[config.mk]
export PLATFORM = sky130hd
export DESIGN_NAME = lsu_param
export DESIGN_NICKNAME = d
export VERILOG_FILES = /design/src/rtl/lsu_param.sv
export SDC_FILE = /design/constraint.sdc
export NUM_CORES = 1
export LEC_CHECK = 0
export ABC_AREA = 1
export BUFFER_PORTS_ARGS = -buffer_cell sky130_fd_sc_hd__buf_2
export CAP_MARGIN = 20
export CORE_UTILIZATION = 51
export CTS_BUF_LIST = sky130_fd_sc_hd__clkbuf_8
export CTS_CLUSTER_DIAMETER = 60
export DETAILED_ROUTE_END_ITERATION = 8
export PLACE_DENSITY = 0.88
export SYNTH_ARGS = -nofsm -noshare
export SYNTH_HDL_FRONTEND = slang
export SYNTH_SLANG_ARGS = --single-unit
[constraint.sdc]
create_clock -name clock -period 1.99 [get_ports clock]
set_input_delay 0.2985 -clock clock [delete_from_list [all_inputs] [get_ports clock]]
set_output_delay 0.2985 -clock clock [all_outputs]
set_load 0.02 [all_outputs]
[src/rtl/lsu_param.sv]
// Load/store unit: one outstanding memory access per request, valid/ready channels.
// Optional WAITING timeout enabled by defining LSU_TIMEOUT_EN.
module lsu_param #(
  parameter int ADDR_BITS      = 8,
  parameter int DATA_BITS      = 8,
  parameter int TIMEOUT_CYCLES = 255
) (
  input  logic                 clock,
  input  logic                 reset,
  input  logic                 enable,
  input  logic [2:0]           core_state,
  input  logic                 mem_read_enable,
  input  logic                 mem_write_enable,
  input  logic [DATA_BITS-1:0] rs_out,
  input  logic [DATA_BITS-1:0] rt_out,
  output logic                 mem_read_valid,
  output logic [ADDR_BITS-1:0] mem_read_address,
  input  logic                 mem_read_ready,
  input  logic [DATA_BITS-1:0] mem_read_data,
  output logic                 mem_write_valid,
  output logic [ADDR_BITS-1:0] mem_write_address,
  output logic [DATA_BITS-1:0] mem_write_data,
  input  logic                 mem_write_ready,
  output logic [DATA_BITS-1:0] lsu_out,
  output logic [1:0]           lsu_state,
  output logic                 lsu_error
);

  // Handshake: valid rises on entry to WAITING and stays high with stable
  // address/data until the selected channel's ready is sampled high at a
  // clock edge; transfer happens on that edge and valid drops with it.

  typedef enum logic [1:0] {
    IDLE       = 2'd0,
    REQUESTING = 2'd1,
    WAITING    = 2'd2,
    DONE       = 2'd3
  } state_t;

  localparam logic [2:0] CORE_REQUEST = 3'b011;
  localparam logic [2:0] CORE_UPDATE  = 3'b110;

  state_t               state_q, state_d;
  logic                 is_read_q, is_read_d;
  logic [ADDR_BITS-1:0] addr_q, addr_d;
  logic [DATA_BITS-1:0] wdata_q, wdata_d;
  logic                 rd_valid_q, rd_valid_d;
  logic                 wr_valid_q, wr_valid_d;
  logic [ADDR_BITS-1:0] rd_addr_q, rd_addr_d;
  logic [ADDR_BITS-1:0] wr_addr_q, wr_addr_d;
  logic [DATA_BITS-1:0] wr_data_q, wr_data_d;
  logic [DATA_BITS-1:0] lsu_out_q, lsu_out_d;
  logic [ADDR_BITS-1:0] cap_addr;
  logic                 ready_sel;

  if (DATA_BITS >= ADDR_BITS) begin : g_trunc
    assign cap_addr = rs_out[ADDR_BITS-1:0];
    if (DATA_BITS > ADDR_BITS) begin : g_hi
      logic unused_rs_hi;
      assign unused_rs_hi = ^rs_out[DATA_BITS-1:ADDR_BITS];
    end
  end else begin : g_zext
    assign cap_addr = {{(ADDR_BITS-DATA_BITS){1'b0}}, rs_out};
  end

`ifdef LSU_TIMEOUT_EN
  localparam int CNT_W = (TIMEOUT_CYCLES < 2) ? 1 : $clog2(TIMEOUT_CYCLES + 1);
  logic [CNT_W-1:0] cnt_q, cnt_d, cnt_inc;
  logic             err_q, err_d;
  assign cnt_inc   = cnt_q + 1'b1;
  assign lsu_error = err_q;
`else
  localparam int unused_timeout_cycles = TIMEOUT_CYCLES;
  assign lsu_error = 1'b0;
`endif

  assign ready_sel = is_read_q ? mem_read_ready : mem_write_ready;

  always_comb begin
    state_d    = state_q;
    is_read_d  = is_read_q;
    addr_d     = addr_q;
    wdata_d    = wdata_q;
    rd_valid_d = rd_valid_q;
    wr_valid_d = wr_valid_q;
    rd_addr_d  = rd_addr_q;
    wr_addr_d  = wr_addr_q;
    wr_data_d  = wr_data_q;
    lsu_out_d  = lsu_out_q;
`ifdef LSU_TIMEOUT_EN
    cnt_d      = cnt_q;
    err_d      = err_q;
`endif
    if (enable) begin
      case (state_q)
        IDLE: begin
          if (core_state == CORE_REQUEST && (mem_read_enable || mem_write_enable)) begin
            state_d   = REQUESTING;
            is_read_d = mem_read_enable;
            addr_d    = cap_addr;
            if (!mem_read_enable) wdata_d = rt_out;
`ifdef LSU_TIMEOUT_EN
            err_d     = 1'b0;
`endif
          end
        end
        REQUESTING: begin
          state_d = WAITING;
          if (is_read_q) begin
            rd_valid_d = 1'b1;
            rd_addr_d  = addr_q;
          end else begin
            wr_valid_d = 1'b1;
            wr_addr_d  = addr_q;
            wr_data_d  = wdata_q;
          end
`ifdef LSU_TIMEOUT_EN
          cnt_d = '0;
`endif
        end
        WAITING: begin
          if (ready_sel) begin
            state_d    = DONE;
            rd_valid_d = 1'b0;
            wr_valid_d = 1'b0;
            if (is_read_q) lsu_out_d = mem_read_data;
          end else begin
`ifdef LSU_TIMEOUT_EN
            cnt_d = cnt_inc;
            if (cnt_inc == CNT_W'(TIMEOUT_CYCLES)) begin
              state_d    = DONE;
              rd_valid_d = 1'b0;
              wr_valid_d = 1'b0;
              err_d      = 1'b1;
            end
`endif
          end
        end
        DONE: begin
          if (core_state == CORE_UPDATE) state_d = IDLE;
        end
        default: state_d = IDLE;
      endcase
    end
  end

  always_ff @(posedge clock) begin
    if (reset) begin
      state_q    <= IDLE;
      is_read_q  <= 1'b0;
      addr_q     <= '0;
      wdata_q    <= '0;
      rd_valid_q <= 1'b0;
      wr_valid_q <= 1'b0;
      rd_addr_q  <= '0;
      wr_addr_q  <= '0;
      wr_data_q  <= '0;
      lsu_out_q  <= '0;
`ifdef LSU_TIMEOUT_EN
      cnt_q      <= '0;
      err_q      <= 1'b0;
`endif
    end else begin
      state_q    <= state_d;
      is_read_q  <= is_read_d;
      addr_q     <= addr_d;
      wdata_q    <= wdata_d;
      rd_valid_q <= rd_valid_d;
      wr_valid_q <= wr_valid_d;
      rd_addr_q  <= rd_addr_d;
      wr_addr_q  <= wr_addr_d;
      wr_data_q  <= wr_data_d;
      lsu_out_q  <= lsu_out_d;
`ifdef LSU_TIMEOUT_EN
      cnt_q      <= cnt_d;
      err_q      <= err_d;
`endif
    end
  end

  assign mem_read_valid    = rd_valid_q;
  assign mem_read_address  = rd_addr_q;
  assign mem_write_valid   = wr_valid_q;
  assign mem_write_address = wr_addr_q;
  assign mem_write_data    = wr_data_q;
  assign lsu_out           = lsu_out_q;
  assign lsu_state         = state_q;

endmodule
==> metrics.txt <==
Placed Cells 358; CP Capture Type register; IO Count 71; postcts setup bufs 0; fmax 590 MHz; Antenna Diode Count 0; Setup WS post-layout 296 ps; DRT Pass-1 Iters 4; clk sinks 53; die width 65.1 µm; MaxCap Viol Count 0; Routed WL per cell 11.9 µm; RePlAce Congestion 0.845; Slowest Stage Delay on Critical Path 360 ps; Final min period 1690 ps; Startpoint Class register; CTS tree done; vias in the first global route 1738; post-CTS resize count 0; Critical Path Most Common Cell nor2_1; CTS H-tree lvls 2; Setup WS pre-CTS 341 ps; unrepaired setup endpoints after global routing no; arrival time worst endpoint 1900 ps; Post-synth top cells dfxtp_1, nor2_1, o21ai_0; Seq cells post-synth 53; count of final setup violators 0; final worst-path cycle share 0.851; biggest area consumer among synthesized cells dfxtp_1; Required @ worst endpoint 2190 ps; critical path class register to register; fin nets 356; Syn. warnings 0; sequential area share after synthesis 0.522; cell area power density 810 nW/µm²; EDFF count, synth 0; clk_lat worst skew 300 ps; Area growth syn-to-layout 22.4%; predominant post-synthesis flop cell dfxtp_1; global route overflow 0; first-pass GRT wire length 7.38 mm; CTS Hold Buffers Added 0; Die Height 65.1 µm; Final Instance Count excl. Fillers 366; Port Buffer Count 69; synth top area cells dfxtp_1, o21ai_0, a21oi_1, nor2_1, nand2_1; Fin. Hold Viols 0; DRC errors left 0; Yosys top cell area share 0.522; HP Class input port to register; Worst VDD drop 0.505 mV; P_leak 1.17 nW; CTS Buffer Depth 2; final WL 4.36 mm; initial antenna violation count 0; outcome completed; Iter 0 DRT Violations 94; cell area after synthesis 2030 µm²; Gate Count Post-Synth 249; core area 3740 µm²; Crit Path Max Fanout 18; overall routing resource usage 0.227; initial core utilization 0.543; largest net degree at the start of global routing 42; remaining antenna violation count after routing 0; detailed placement HPWL 3.25 mm; critical-path cell list inv_1, ha_1, nand2_1, nand3b_4, nor2_4, inv_2, nor2_1, nor2_1; Syn Area/Cell 8.17 µm²; worst clock skew 4.04 ps; die area 4240 µm²; TritonCTS Buffers 5; Vias 1826; fin. max-slew vios 0; layout cells sized above 1 0.280; clock transition at the registers of the reported paths 100 ps; Yosys cell types 23; number of cell rows 22; asr flop ratio synth 0; Sum Neg Setup Slack 0 ps; Vias/cell 4.99; Synthesized Nets 288; root buffer cell clkbuf_8; most numerous cell in the Yosys netlist dfxtp_1; Slowest-stage cell, CP dfxtp_1
## cell families after synthesis
| family | share of synthesized area |
|---|---|
| other | 0.00184 |
| and+or+nand+nor | 0.187 |
| adders and majority gates | 0.0308 |
| buffers and inverters | 0.0640 |
| AOI/OAI and AO/OA | 0.194 |
| DFF | 0.522 |
## per-layer routing
metal,vias to the layer above,part of all wire,global-route usage
met2,49,0.49,0.406
met3,5,0.051,0.0694
met5,-,0,0
li1,959,-,-
met1,813,0.45,0.260
met4,0,0.0089,0.0598
## cell type report
| type | instances | area (µm²) |
|---|---|---|
| clock buffers | 5 | 68.8 |
| clock inverters | 3 | 21.3 |
| fillers | 322 | 1250 |
| flip-flops and latches | 53 | 1060 |
| well taps | 48 | 60.1 |
| multi-input cells | 166 | 842 |
| inverters | 20 | 75.1 |
| repair buffers | 71 | 360 |
## per-stage QoR
| stage | total power (W) | hold WS (ps) | util | cell area, µm² |
|---|---|---|---|---|
| CTS | 0.00202 | 206 | 0.665 | 2490 |
| detailed placement | 0.00143 | 453 | 0.641 | 2400 |
| global placement | 0.00142 | 446 | 0.641 | 2400 |
| finish | 0.00201 | 214 | 0.665 | 2490 |
| floorplan | 0.00133 | 433 | - | 2030 |
| global route | 0.00212 | 215 | 0.665 | 2490 |
## state kept, by name (all words and copies together), names as in the netlist
name and count:
mem_read_valid 1, mem_write_valid 1, wdata_q 8, lsu_out 8, addr_q 8, mem_write_address 8
is_read_q 1, mem_write_data 8, mem_read_address 8, lsu_state 2
## critical path: cells and delay by family (launching register included)
family,cells,cell delay [ps]
adder cells (fa/ha/maj),1,180
buffers and inverters,2,230
flip-flops,1,360
AND/OR/NAND/NOR,5,830
## cell usage in the layout (no fill, tap or decap), types with 2 or more instances in the layout
cell,Yosys,routed
buf_2,2,69
inv_1,17,17
dfxtp_1,53,53
clkbuf_8,0,5
a211oi_1,2,2
buf_4,2,2
nand2_1,22,22
inv_2,3,3
o21ai_0,40,40
ha_1,5,5
a21oi_1,35,35
nand3_1,12,12
nor2_4,2,2
nor2_1,40,40
## final timing paths
path                                           startpoint                 endpoint  slack [ps]  cells after the start
worst max-delay path            lsu_state[0]$_SDFFE_PP0P_  wdata_q[1]$_SDFFE_PP0P_         300                      8
worst min-delay path                            rt_out[0]  wdata_q[0]$_SDFFE_PP0P_         210                      3
worst max register to register  lsu_state[0]$_SDFFE_PP0P_  wdata_q[1]$_SDFFE_PP0P_         300                      8
worst min register to register    lsu_out[6]$_SDFFE_PP0P_  lsu_out[6]$_SDFFE_PP0P_         470                      2
## power by group
part / internal [W] / switching, W / leakage (nW) / total (W)
Sequential: 0.00110 / 0.0000239 / 0.429 / 0.00113
Clock: 0.000250 / 0.000360 / 0.0445 / 0.000611
Combinational: 0.000102 / 0.000177 / 0.695 / 0.000279
Power figures use the tool's default switching activity.
